===== src/rtl/spi_master_pkg.sv =====
// Shared types and constants for the SPI initiator: FSM encoding, command R/W
// encoding and the transfer bit-counter sizing.
package spi_master_pkg;

    typedef enum logic [2:0] {
        ST_IDLE,
        ST_SETUP,
        ST_SHIFT,
        ST_HOLD,
        ST_GAP
    } state_t;

    localparam logic CMD_READ  = 1'b1;
    localparam logic CMD_WRITE = 1'b0;

    localparam int             BIT_CNT_W    = 5;
    localparam logic [BIT_CNT_W-1:0] BIT_CNT_LAST = 5'd16;

endpackage


===== src/rtl/spi_master_if.sv =====
// Host request handshake plus SPI pin bundle; master is the initiator's view,
// slave is the view of whatever sits around it (host and SPI target).
interface spi_master_if #(
    parameter int ADDR_WIDTH = 7,
    parameter int DATA_WIDTH = 8
);
    logic                  start;
    logic                  rw;
    logic [ADDR_WIDTH-1:0] addr;
    logic [DATA_WIDTH-1:0] wdata;
    logic                  busy;
    logic                  done;
    logic [DATA_WIDTH-1:0] rdata;
    logic                  sclk_pin;
    logic                  cs_pin;
    logic                  mosi_pin;
    logic                  miso_pin;

    modport master (
        input  start, rw, addr, wdata, miso_pin,
        output busy, done, rdata, sclk_pin, cs_pin, mosi_pin
    );

    modport slave (
        output start, rw, addr, wdata, miso_pin,
        input  busy, done, rdata, sclk_pin, cs_pin, mosi_pin
    );
endinterface


===== src/rtl/spi_clk_div.sv =====
// Half-period divider: one tick every CLKDIV enabled cycles, alternating
// between rise_tick and fall_tick; held cleared while disabled.
module spi_clk_div #(
    parameter int CLKDIV = 4
) (
    input  logic clk,
    input  logic reset_n,
    input  logic en,
    output logic rise_tick,
    output logic fall_tick
);
    localparam int CNT_W = $clog2(CLKDIV);

    logic [CNT_W-1:0] cnt;
    logic             phase;
    logic             tick;

    assign tick      = en && (cnt == CNT_W'(CLKDIV - 1));
    assign rise_tick = tick && !phase;
    assign fall_tick = tick && phase;

    always_ff @(posedge clk) begin
        if (!reset_n || !en) begin
            cnt   <= '0;
            phase <= 1'b0;
        end else if (tick) begin
            cnt   <= '0;
            phase <= ~phase;
        end else begin
            cnt   <= cnt + 1'b1;
        end
    end
endmodule


===== src/rtl/spi_master.sv =====
// SPI mode-0 initiator: 8-bit {addr, rw} command then 8 data bits, MSB first.
// Optional macro SPI_MASTER_MISO_SYNC_EN adds a 2-flop MISO synchronizer.
module spi_master
    import spi_master_pkg::*;
#(
    parameter int CLKDIV     = 4,
    parameter int ADDR_WIDTH = 7,
    parameter int DATA_WIDTH = 8
) (
    input logic         clk,
    input logic         reset_n,
    spi_master_if.master bus
);
    localparam int CMD_W   = ADDR_WIDTH + 1;
    localparam int FRAME_W = CMD_W + DATA_WIDTH;

    if (CLKDIV < 4) begin : g_clkdiv_check
        $error("spi_master: CLKDIV must be >= 4");
    end
    if (FRAME_W != int'(BIT_CNT_LAST)) begin : g_frame_check
        $error("spi_master: command plus data must total BIT_CNT_LAST bits");
    end

    state_t                 state, state_next;
    logic                   load, finish;
    logic                   rise_tick, fall_tick, last_fall;
    logic [FRAME_W-1:0]     frame, tx_sh;
    logic [DATA_WIDTH-1:0]  rx_sh;
    logic [BIT_CNT_W-1:0]   bit_cnt;
    logic                   rw_q;
    logic                   sample_now, sample, miso_s;

    assign frame     = {bus.addr, bus.rw, bus.wdata};
    assign last_fall = fall_tick && (bit_cnt == BIT_CNT_LAST - 1'b1);
    assign bus.busy  = (state != ST_IDLE);

    spi_clk_div #(.CLKDIV(CLKDIV)) u_div (
        .clk       (clk),
        .reset_n   (reset_n),
        .en        (state != ST_IDLE),
        .rise_tick (rise_tick),
        .fall_tick (fall_tick)
    );

    always_ff @(posedge clk) begin
        if (!reset_n) state <= ST_IDLE;
        else          state <= state_next;
    end

    always_comb begin
        state_next = state;
        load       = 1'b0;
        finish     = 1'b0;
        unique case (state)
            ST_IDLE: if (bus.start) begin
                load       = 1'b1;
                state_next = ST_SETUP;
            end
            ST_SETUP: if (rise_tick) state_next = ST_SHIFT;
            ST_SHIFT: if (last_fall) state_next = ST_HOLD;
            ST_HOLD: if (rise_tick || fall_tick) begin
                finish     = 1'b1;
                state_next = ST_GAP;
            end
            ST_GAP: if (rise_tick || fall_tick) state_next = ST_IDLE;
            default: state_next = ST_IDLE;
        endcase
    end

    // Read data bits are captured on sclk rises once the command byte is out.
    assign sample_now = (state == ST_SHIFT) && rise_tick && (rw_q == CMD_READ)
                        && (bit_cnt >= BIT_CNT_W'(CMD_W));

`ifdef SPI_MASTER_MISO_SYNC_EN
    logic miso_p1, miso_p2, sample_p1;

    always_ff @(posedge clk) begin
        miso_p1 <= bus.miso_pin;
        miso_p2 <= miso_p1;
    end

    // Capture one cycle after the rise tick, giving the synchronizer its slack.
    always_ff @(posedge clk) begin
        if (!reset_n) sample_p1 <= 1'b0;
        else          sample_p1 <= sample_now;
    end

    assign miso_s = miso_p2;
    assign sample = sample_p1;
`else
    assign miso_s = bus.miso_pin;
    assign sample = sample_now;
`endif

    always_ff @(posedge clk) begin
        if (!reset_n) begin
            bus.cs_pin   <= 1'b1;
            bus.sclk_pin <= 1'b0;
            bus.mosi_pin <= 1'b0;
            bus.done     <= 1'b0;
            bus.rdata    <= '0;
            bit_cnt      <= '0;
        end else begin
            bus.done <= finish;
            if (load) begin
                bus.cs_pin   <= 1'b0;
                bus.mosi_pin <= frame[FRAME_W-1];
                bit_cnt      <= '0;
            end
            if ((state == ST_SETUP || state == ST_SHIFT) && rise_tick)
                bus.sclk_pin <= 1'b1;
            if (state == ST_SHIFT && fall_tick) begin
                bus.sclk_pin <= 1'b0;
                bit_cnt      <= bit_cnt + 1'b1;
                bus.mosi_pin <= (rw_q == CMD_READ && bit_cnt >= BIT_CNT_W'(CMD_W - 1))
                                ? 1'b0 : tx_sh[FRAME_W-1];
            end
            if (finish) begin
                bus.cs_pin <= 1'b1;
                if (rw_q == CMD_READ) bus.rdata <= rx_sh;
            end
        end
    end

    always_ff @(posedge clk) begin
        if (load) begin
            tx_sh <= {frame[FRAME_W-2:0], 1'b0};
            rw_q  <= bus.rw;
        end else if (state == ST_SHIFT && fall_tick) begin
            tx_sh <= tx_sh << 1;
        end
        if (sample) rx_sh <= {rx_sh[DATA_WIDTH-2:0], miso_s};
    end
endmodule


===== src/flat_wrapper.sv =====
// flat-port wrapper written by rule: the top's interface ports become plain ports
module spi_master_flat import spi_master_pkg::*;
#(
    parameter int CLKDIV     = 4,
    parameter int ADDR_WIDTH = 7,
    parameter int DATA_WIDTH = 8
)
  (clk, reset_n, bus_start, bus_rw, bus_addr, bus_wdata, bus_miso_pin, bus_busy, bus_done, bus_rdata, bus_sclk_pin, bus_cs_pin, bus_mosi_pin);
  spi_master_if #(.ADDR_WIDTH(ADDR_WIDTH), .DATA_WIDTH(DATA_WIDTH)) bus_i ();
  input logic clk;
  input logic reset_n;
  input wire logic [$bits(bus_i.start)-1:0] bus_start;
  input wire logic [$bits(bus_i.rw)-1:0] bus_rw;
  input wire logic [$bits(bus_i.addr)-1:0] bus_addr;
  input wire logic [$bits(bus_i.wdata)-1:0] bus_wdata;
  input wire logic [$bits(bus_i.miso_pin)-1:0] bus_miso_pin;
  output wire logic [$bits(bus_i.busy)-1:0] bus_busy;
  output wire logic [$bits(bus_i.done)-1:0] bus_done;
  output wire logic [$bits(bus_i.rdata)-1:0] bus_rdata;
  output wire logic [$bits(bus_i.sclk_pin)-1:0] bus_sclk_pin;
  output wire logic [$bits(bus_i.cs_pin)-1:0] bus_cs_pin;
  output wire logic [$bits(bus_i.mosi_pin)-1:0] bus_mosi_pin;
  assign bus_i.start = bus_start;
  assign bus_i.rw = bus_rw;
  assign bus_i.addr = bus_addr;
  assign bus_i.wdata = bus_wdata;
  assign bus_i.miso_pin = bus_miso_pin;
  assign bus_busy = bus_i.busy;
  assign bus_done = bus_i.done;
  assign bus_rdata = bus_i.rdata;
  assign bus_sclk_pin = bus_i.sclk_pin;
  assign bus_cs_pin = bus_i.cs_pin;
  assign bus_mosi_pin = bus_i.mosi_pin;
  spi_master #(.CLKDIV(CLKDIV), .ADDR_WIDTH(ADDR_WIDTH), .DATA_WIDTH(DATA_WIDTH)) u_core (.clk(clk), .reset_n(reset_n), .bus(bus_i));
endmodule

===== config.mk =====
export PLATFORM = sky130hd
export DESIGN_NAME = spi_master_flat
export DESIGN_NICKNAME = d
export VERILOG_FILES = /design/src/rtl/spi_master_pkg.sv /design/src/rtl/spi_master_if.sv /design/src/rtl/spi_clk_div.sv /design/src/rtl/spi_master.sv /design/src/flat_wrapper.sv
export SDC_FILE = /design/constraint.sdc
export NUM_CORES = 1
export LEC_CHECK = 0
export CAP_MARGIN = 20
export CORE_UTILIZATION = 45
export CTS_BUF_LIST = sky130_fd_sc_hd__clkbuf_4
export DETAILED_ROUTE_END_ITERATION = 8
export PLACE_DENSITY = 0.84
export SKIP_CTS_REPAIR_TIMING = 1
export SLEW_MARGIN = 20
export SYNTH_ARGS = -nofsm -noshare
export SYNTH_HDL_FRONTEND = slang
export SYNTH_SLANG_ARGS = --single-unit

===== constraint.sdc =====
create_clock -name clk -period 1.8 [get_ports clk]
set_clock_uncertainty 0.05 [all_clocks]
set_input_delay 0.18 -clock clk [delete_from_list [all_inputs] [get_ports clk]]
set_output_delay 0.18 -clock clk [all_outputs]
set_load 0.01 [all_outputs]

==> results_dict.tcl, run 1 <==
set metrics [dict create \
    grt_util_all_layers_pct 17.7 \
    remaining_max_slew_budget_at_the_tightest_pin_pct 78.3 \
    floorplan.die.width_um 68.3 \
    gpl.final_weighted_congestion 0.873 \
    route.antenna.remaining_nets 0 \
    grt_start_max_net_pins 19 \
    finish.cell_count_without_fillers 275 \
    clock_tree.buffer_depth 2 \
    p_int_mw 1.40 \
    synth.lib_cells_used.distinct 39 \
    clkLatencyLatePin_ns 0.36 \
    pwr_density_cell_nw_per_um2 749 \
    floorplan.core_area_um2 4120 \
    clock_power_share_pct 26.3 \
    floorplan.die_area_um2 4660 \
    ys_seq_elements 47 \
    p_leak_nw 0.915 \
    power_frac_comb_pct 9.3 \
    crit_share_post_route_pct 94.4 \
    first_global_vias 1318 \
    finalHoldViolCount 0 \
    drt-total-wl_mm 3.50 \
    htreeDepth 2 \
    cts.clk_slew.worst_paths_ns 0.13 \
    final_layout_size_suffix_gt1_share_pct 12.0 \
    layout-area-overhead-vs-synth_pct 23.6 \
    rsz0062_at_grt "false" \
    vdd_drop_max_mv 0.522 \
    antenna_found_initial 0 \
    worstSetupStartpointType "register" \
    syn-num-nets 208 \
    gr-total-overflow 0 \
    chipHeight_um 68.3 \
    path_type_of_the_worst_setup_path "register to primary output" \
    root_buffer "sky130_fd_sc_hd__clkbuf_4" \
    place_hpwl_mm 2.46 \
    finalMaxSlewViolations 0 \
    cts_tree "done" \
    filler_cell_count_in_the_final_layout 359 \
    p_total_mw 1.83 \
    cts.sink_count 47 \
    finalCriticalPeriod_ns 1.70 \
    total_clock_buffers_created_by_cts 5 \
    worstHoldPathType "input pin to register" \
    syn-cell-area_um2 1980 \
    detailedRoute.firstPassIterationCount 4 \
    synth-seq-area-share_pct 59.7 \
    avg_vias_per_cell 5.09 \
    timing.critical_path.required_ns 1.57 \
    place.detailed.instances 266 \
    status "finished clean" \
    multi_input_comb_area_um2 729 \
    report.final.setup_viol 0 \
    drt_drc_violations_left 0 \
    pin_count 33 \
    routed-via-count 1399 \
    cap_violations 0 \
    diodes 0 \
    drt-wirelength-per-cell_um 12.7 \
    worst_pin_slew_ns 0.325 \
    timing.critical_path.to_type "primary output" \
    synthesis.instances 185 \
    worstPathMaxFanout 7 \
    port_buffers 32 \
    synthesis.yosys.warnings 0 \
    critical_path_arrival_ns 1.47 \
    final-seq-area_um2 1190 \
    detail_route.iter0.violations 35 \
    seq_power_share_pct 64.4 \
    synth_area_per_cell_um2 10.7 \
    grt_first_pass_wirelength_mm 5.96 \
    start_util_pct 48.0 \
    fin_nets 247 \
    max_freq_mhz 588 \
    switching_share_pct 23.4 \
    p_switching_mw 0.428 \
    floorplan.rows 23 \
]
==> metrics by stage <==
| step | worst slack (ns) | TNS [ns] | cell area [um^2] | hold slack (ns) | util, % |
|---|---|---|---|---|---|
| after global routing | 0.0280 | 0 | 2440 | 0.305 | 59.4 |
| after global placement | 0.126 | 0 | 2370 | 0.370 | 57.6 |
| after CTS | -0.101 | -0.101 | 2430 | 0.317 | 59.0 |
| after detailed placement | 0.0938 | 0 | 2370 | 0.375 | 57.6 |
| after floorplan | 0.169 | 0 | 1980 | 0.229 | - |
| final | 0.101 | 0 | 2440 | 0.329 | 59.4 |
==> registers in the layout, indices dropped and copies added (netlist names) <==
name / flops
u_core.rw_q: 1
u_core.bus.done: 1
u_core.bus.sclk_pin: 1
u_core.rx_sh: 8
u_core.u_div.phase: 1
u_core.bus.mosi_pin: 1
u_core.bus.rdata: 8
u_core.bit_cnt: 5
u_core.u_div.cnt: 2
u_core.state: 3
u_core.tx_sh: 15
u_core.bus.cs_pin: 1
==> power by group through the flow <==
| stage | clock, mW | combinational (mW) | sequential (mW) |
|---|---|---|---|
| finish | 0.482 | 0.170 | 1.18 |
| global route | 0.555 | 0.191 | 1.18 |
| CTS | 0.501 | 0.170 | 1.18 |
| detailed placement | 0 | 0.169 | 1.20 |
| global placement | 0 | 0.165 | 1.20 |
| floorplan | 0 | 0.0862 | 1.20 |
==> cells in the final DEF, fill, tap and decap left out, types with 4 or more instances in the layout <==
cell type,instances
sky130_fd_sc_hd__nand2_1,51
sky130_fd_sc_hd__clkdlybuf4s50_1,32
sky130_fd_sc_hd__edfxtp_1,24
sky130_fd_sc_hd__dfxtp_1,20
sky130_fd_sc_hd__nor2b_1,10
sky130_fd_sc_hd__mux2i_1,9
sky130_fd_sc_hd__nand3_1,7
sky130_fd_sc_hd__nor2_1,6
sky130_fd_sc_hd__buf_4,6
sky130_fd_sc_hd__nor3_1,5
sky130_fd_sc_hd__clkbuf_4,5
sky130_fd_sc_hd__inv_1,4
==> cell type report <==
cell class	count	share of cell area, %
multi-input cells	126	29.9
repair buffers	39	15.8
inverters	5	0.870
flip-flops and latches	47	48.6
well taps	50	2.56
clock inverters	3	0.819
clock buffers	5	1.54
==> cell families (layout without fill, tap and decap cells) <==
logic type	count (synthesis)	in the layout	share of synthesized area [%]
AND/OR/NAND/NOR	99	99	24.9
flip-flops	47	47	59.7
multiplexers	9	9	4.56
adder cells (fa/ha/maj)	3	3	1.90
buffers and inverters	12	52	3.61
XOR/XNOR	2	2	0.886
AO/OA/AOI/OAI	13	13	4.37
==> routing by layer <==
metal | share of wire, % | up-vias | track usage [%]
met5 | 0 | - | 0
met3 | 4.3 | 7 | 4.00
met2 | 49 | 45 | 28.2
li1 | - | 709 | -
met4 | 1.8 | 0 | 8.59
met1 | 45 | 638 | 22.5
==> path summary, 6_finish.rpt <==
kind	from	endpoint	slack (ns)	cells past startpoint
max	u_core.state[0]$_SDFFE_PN0P_	bus_busy	0.10	3
min	bus_miso_pin	u_core.rx_sh[0]$_DFFE_PP_	0.33	1
max reg2reg	u_core.u_div.cnt[0]$_SDFF_PP0_	u_core.tx_sh[14]$_DFFE_PP_	0.25	5
min reg2reg	u_core.u_div.cnt[0]$_SDFF_PP0_	u_core.u_div.cnt[0]$_SDFF_PP0_	0.39	1
==> critical path, stage by stage, from the launching register on <==
cell and delay (ns):
sky130_fd_sc_hd__dfxtp_2 0.45, sky130_fd_sc_hd__nor2_4 0.04, sky130_fd_sc_hd__nand2_1 0.08, sky130_fd_sc_hd__clkdlybuf4s50_1 0.53
==> cells in the mapped netlist, drive strengths merged <==
library cell | instances | share of area [%]
o21ai | 2 | 0.51
a21oi | 4 | 1.2
or3 | 1 | 0.32
clkbuf | 2 | 0.38
nor4b | 2 | 0.89
nor2 | 8 | 2.3
and3 | 2 | 0.89
xnor2 | 2 | 0.89
nand3b | 2 | 0.76
nor3 | 6 | 1.5
and2 | 2 | 0.63
nor3b | 2 | 0.76
nand3 | 7 | 1.8
a211oi | 1 | 0.38
inv | 5 | 1.1
ha | 3 | 1.9
nand2b | 1 | 0.44
a21boi | 2 | 0.76
nand2 | 53 | 11
nor2b | 10 | 3.2
a211o | 1 | 0.44
a31oi | 1 | 0.32
nand4 | 2 | 0.63
or2 | 1 | 0.32
mux2i | 9 | 4.6
o21a | 2 | 0.76
dfxtp | 23 | 23
edfxtp | 24 | 36
buf | 5 | 2.2
Power figures use the tool's default switching activity.
==> run 2: changes to the inputs <==
--- a/config.mk
+++ b/config.mk
@@ -6,10 +6,10 @@
 export NUM_CORES = 1
 export LEC_CHECK = 0
 export CAP_MARGIN = 20
-export CORE_UTILIZATION = 45
+export CORE_UTILIZATION = 49
 export CTS_BUF_LIST = sky130_fd_sc_hd__clkbuf_4
 export DETAILED_ROUTE_END_ITERATION = 8
-export PLACE_DENSITY = 0.84
+export PLACE_DENSITY = 0.89
 export SKIP_CTS_REPAIR_TIMING = 1
 export SLEW_MARGIN = 20
 export SYNTH_ARGS = -nofsm -noshare
==> results_dict.tcl, run 2 (same netlist as run 1, synthesis figures left out) <==
set metrics [dict create \
    status "finished clean" \
    port_buffers 32 \
    grt_util_all_layers_pct 18.4 \
    fin_nets 247 \
    gpl.final_weighted_congestion 0.891 \
    max_freq_mhz 583 \
    detailedRoute.firstPassIterationCount 4 \
    first_global_vias 1329 \
    clock_tree.buffer_depth 2 \
    placed_area_um2 2370 \
    cts_tree "done" \
    detail_route.iter0.violations 61 \
    rsz0062_at_grt "false" \
    avg_vias_per_cell 4.97 \
    timing.final.ws_setup_ns 0.0842 \
    chipHeight_um 65.5 \
    finalCriticalPeriod_ns 1.72 \
    drt_drc_violations_left 0 \
    critical_path_arrival_ns 1.49 \
    floorplan.die_area_um2 4290 \
    mostFrequentLayoutCells "51 x sky130_fd_sc_hd__nand2_1, 32 x sky130_fd_sc_hd__clkdlybuf4s50_1, 24 x sky130_fd_sc_hd__edfxtp_1" \
    power_frac_comb_pct 9.4 \
    antenna_found_initial 0 \
    p_total_mw 1.80 \
    p_int_mw 1.40 \
    finish.cell_count_without_fillers 273 \
    layout.cells.most_common "sky130_fd_sc_hd__nand2_1" \
    hold_slack_ns 0.331 \
    place.detailed.instances 264 \
    p_switching_mw 0.404 \
    gr-total-overflow 0 \
    largest_registers "u_core.tx_sh: 15 flops, u_core.bus.rdata: 8 flops, u_core.rx_sh: 8 flops" \
    place_hpwl_mm 2.36 \
    vdd_drop_max_mv 0.432 \
    largest_register_ffs 15 \
    start_util_pct 52.4 \
    root_buffer "sky130_fd_sc_hd__clkbuf_4" \
    clkLatencyLatePin_ns 0.34 \
    floorplan.rows 22 \
    floorplan.core_area_um2 3770 \
    cts.clk_slew.worst_paths_ns 0.13 \
    layout-area-overhead-vs-synth_pct 23.1 \
    setup_tns_ns 0 \
    post-route-cell-area_um2 2430 \
    report.final.setup_viol 0 \
    grt_start_max_net_pins 19 \
    worstPathMaxFanout 10 \
    final_layout_size_suffix_gt1_share_pct 11.1 \
    worst_pin_slew_ns 0.467 \
    path_type_of_the_worst_setup_path "register to primary output" \
    route.antenna.remaining_nets 0 \
    cap_violations 0 \
    crit_share_post_route_pct 95.3 \
    finalMaxSlewViolations 0 \
    diodes 0 \
    switching_share_pct 22.4 \
    dp_slack_ns 0.124 \
    seq_power_share_pct 65.5 \
    grt_first_pass_wirelength_mm 6.02 \
    p_leak_nw 0.913 \
    final_core_util_pct 64.5 \
    largest_register "u_core.tx_sh" \
    clock_power_share_pct 25.1 \
    cts.sink_count 47 \
    routed-via-count 1358 \
    floorplan.die.width_um 65.5 \
    worstSetupStartpointType "register" \
    worstHoldPathType "input pin to register" \
    remaining_max_slew_budget_at_the_tightest_pin_pct 68.8 \
    htreeDepth 2 \
    pwr_density_cell_nw_per_um2 741 \
    finalHoldViolCount 0 \
    timing.critical_path.to_type "primary output" \
    drt-total-wl_mm 3.31 \
    drt-wirelength-per-cell_um 12.1 \
    pin_count 33 \
    timing.critical_path.required_ns 1.57 \
    total_clock_buffers_created_by_cts 5 \
]
[run 2: changes by cell type in the layout (fill, tap and decap cells not counted), sizes merged]
cell      previous run  this run
clkinv               1         2
clkinvlp             2         1
[run 2: worst max-delay path: stages (launching register included)]
cell	delay [ns]
sky130_fd_sc_hd__dfxtp_2	0.45
sky130_fd_sc_hd__inv_1	0.08
sky130_fd_sc_hd__nand2_1	0.08
sky130_fd_sc_hd__clkdlybuf4s50_1	0.53
[run 2: final cells by class]
type                            instances  area, um^2
Clock buffer                            5        37.5
Clock inverter                          3        15.0
Fill cell                             314        1340
Inverter                                5        21.3
Multi-Input combinational cell        126         729
Sequential cell                        47        1180
Tap cell                               48        60.1
Timing Repair Buffer                   39         385
[run 2: worst paths after layout]
path,start,end,slack (ns),cells past startpoint
hold reg to reg,u_core.u_div.cnt[0]$_SDFF_PP0_,u_core.u_div.cnt[0]$_SDFF_PP0_,0.40,1
hold / removal,bus_miso_pin,u_core.rx_sh[0]$_DFFE_PP_,0.33,1
setup reg to reg,u_core.u_div.cnt[0]$_SDFF_PP0_,u_core.bus.rdata[5]$_SDFFE_PN0P_,0.21,5
setup / recovery,u_core.state[1]$_SDFFE_PN0P_,bus_busy,0.08,3
[run 2: metal layers]
layer | routed length [um] | GRT usage [%]
met5 | 0 | 0
met1 | 1690 | 26.3
met3 | 141 | 4.86
met2 | 1480 | 27.3
met4 | 0 | 5.16
[run 2: power by group through the flow]
| stage | Clock, mW | Combinational [mW] | Sequential, mW |
|---|---|---|---|
| finish | 0.453 | 0.169 | 1.18 |
| global route | 0.519 | 0.192 | 1.18 |
| CTS | 0.467 | 0.169 | 1.18 |
| detailed placement | 0 | 0.168 | 1.20 |
| global placement | 0 | 0.164 | 1.20 |
| floorplan | 0 | 0.0862 | 1.20 |
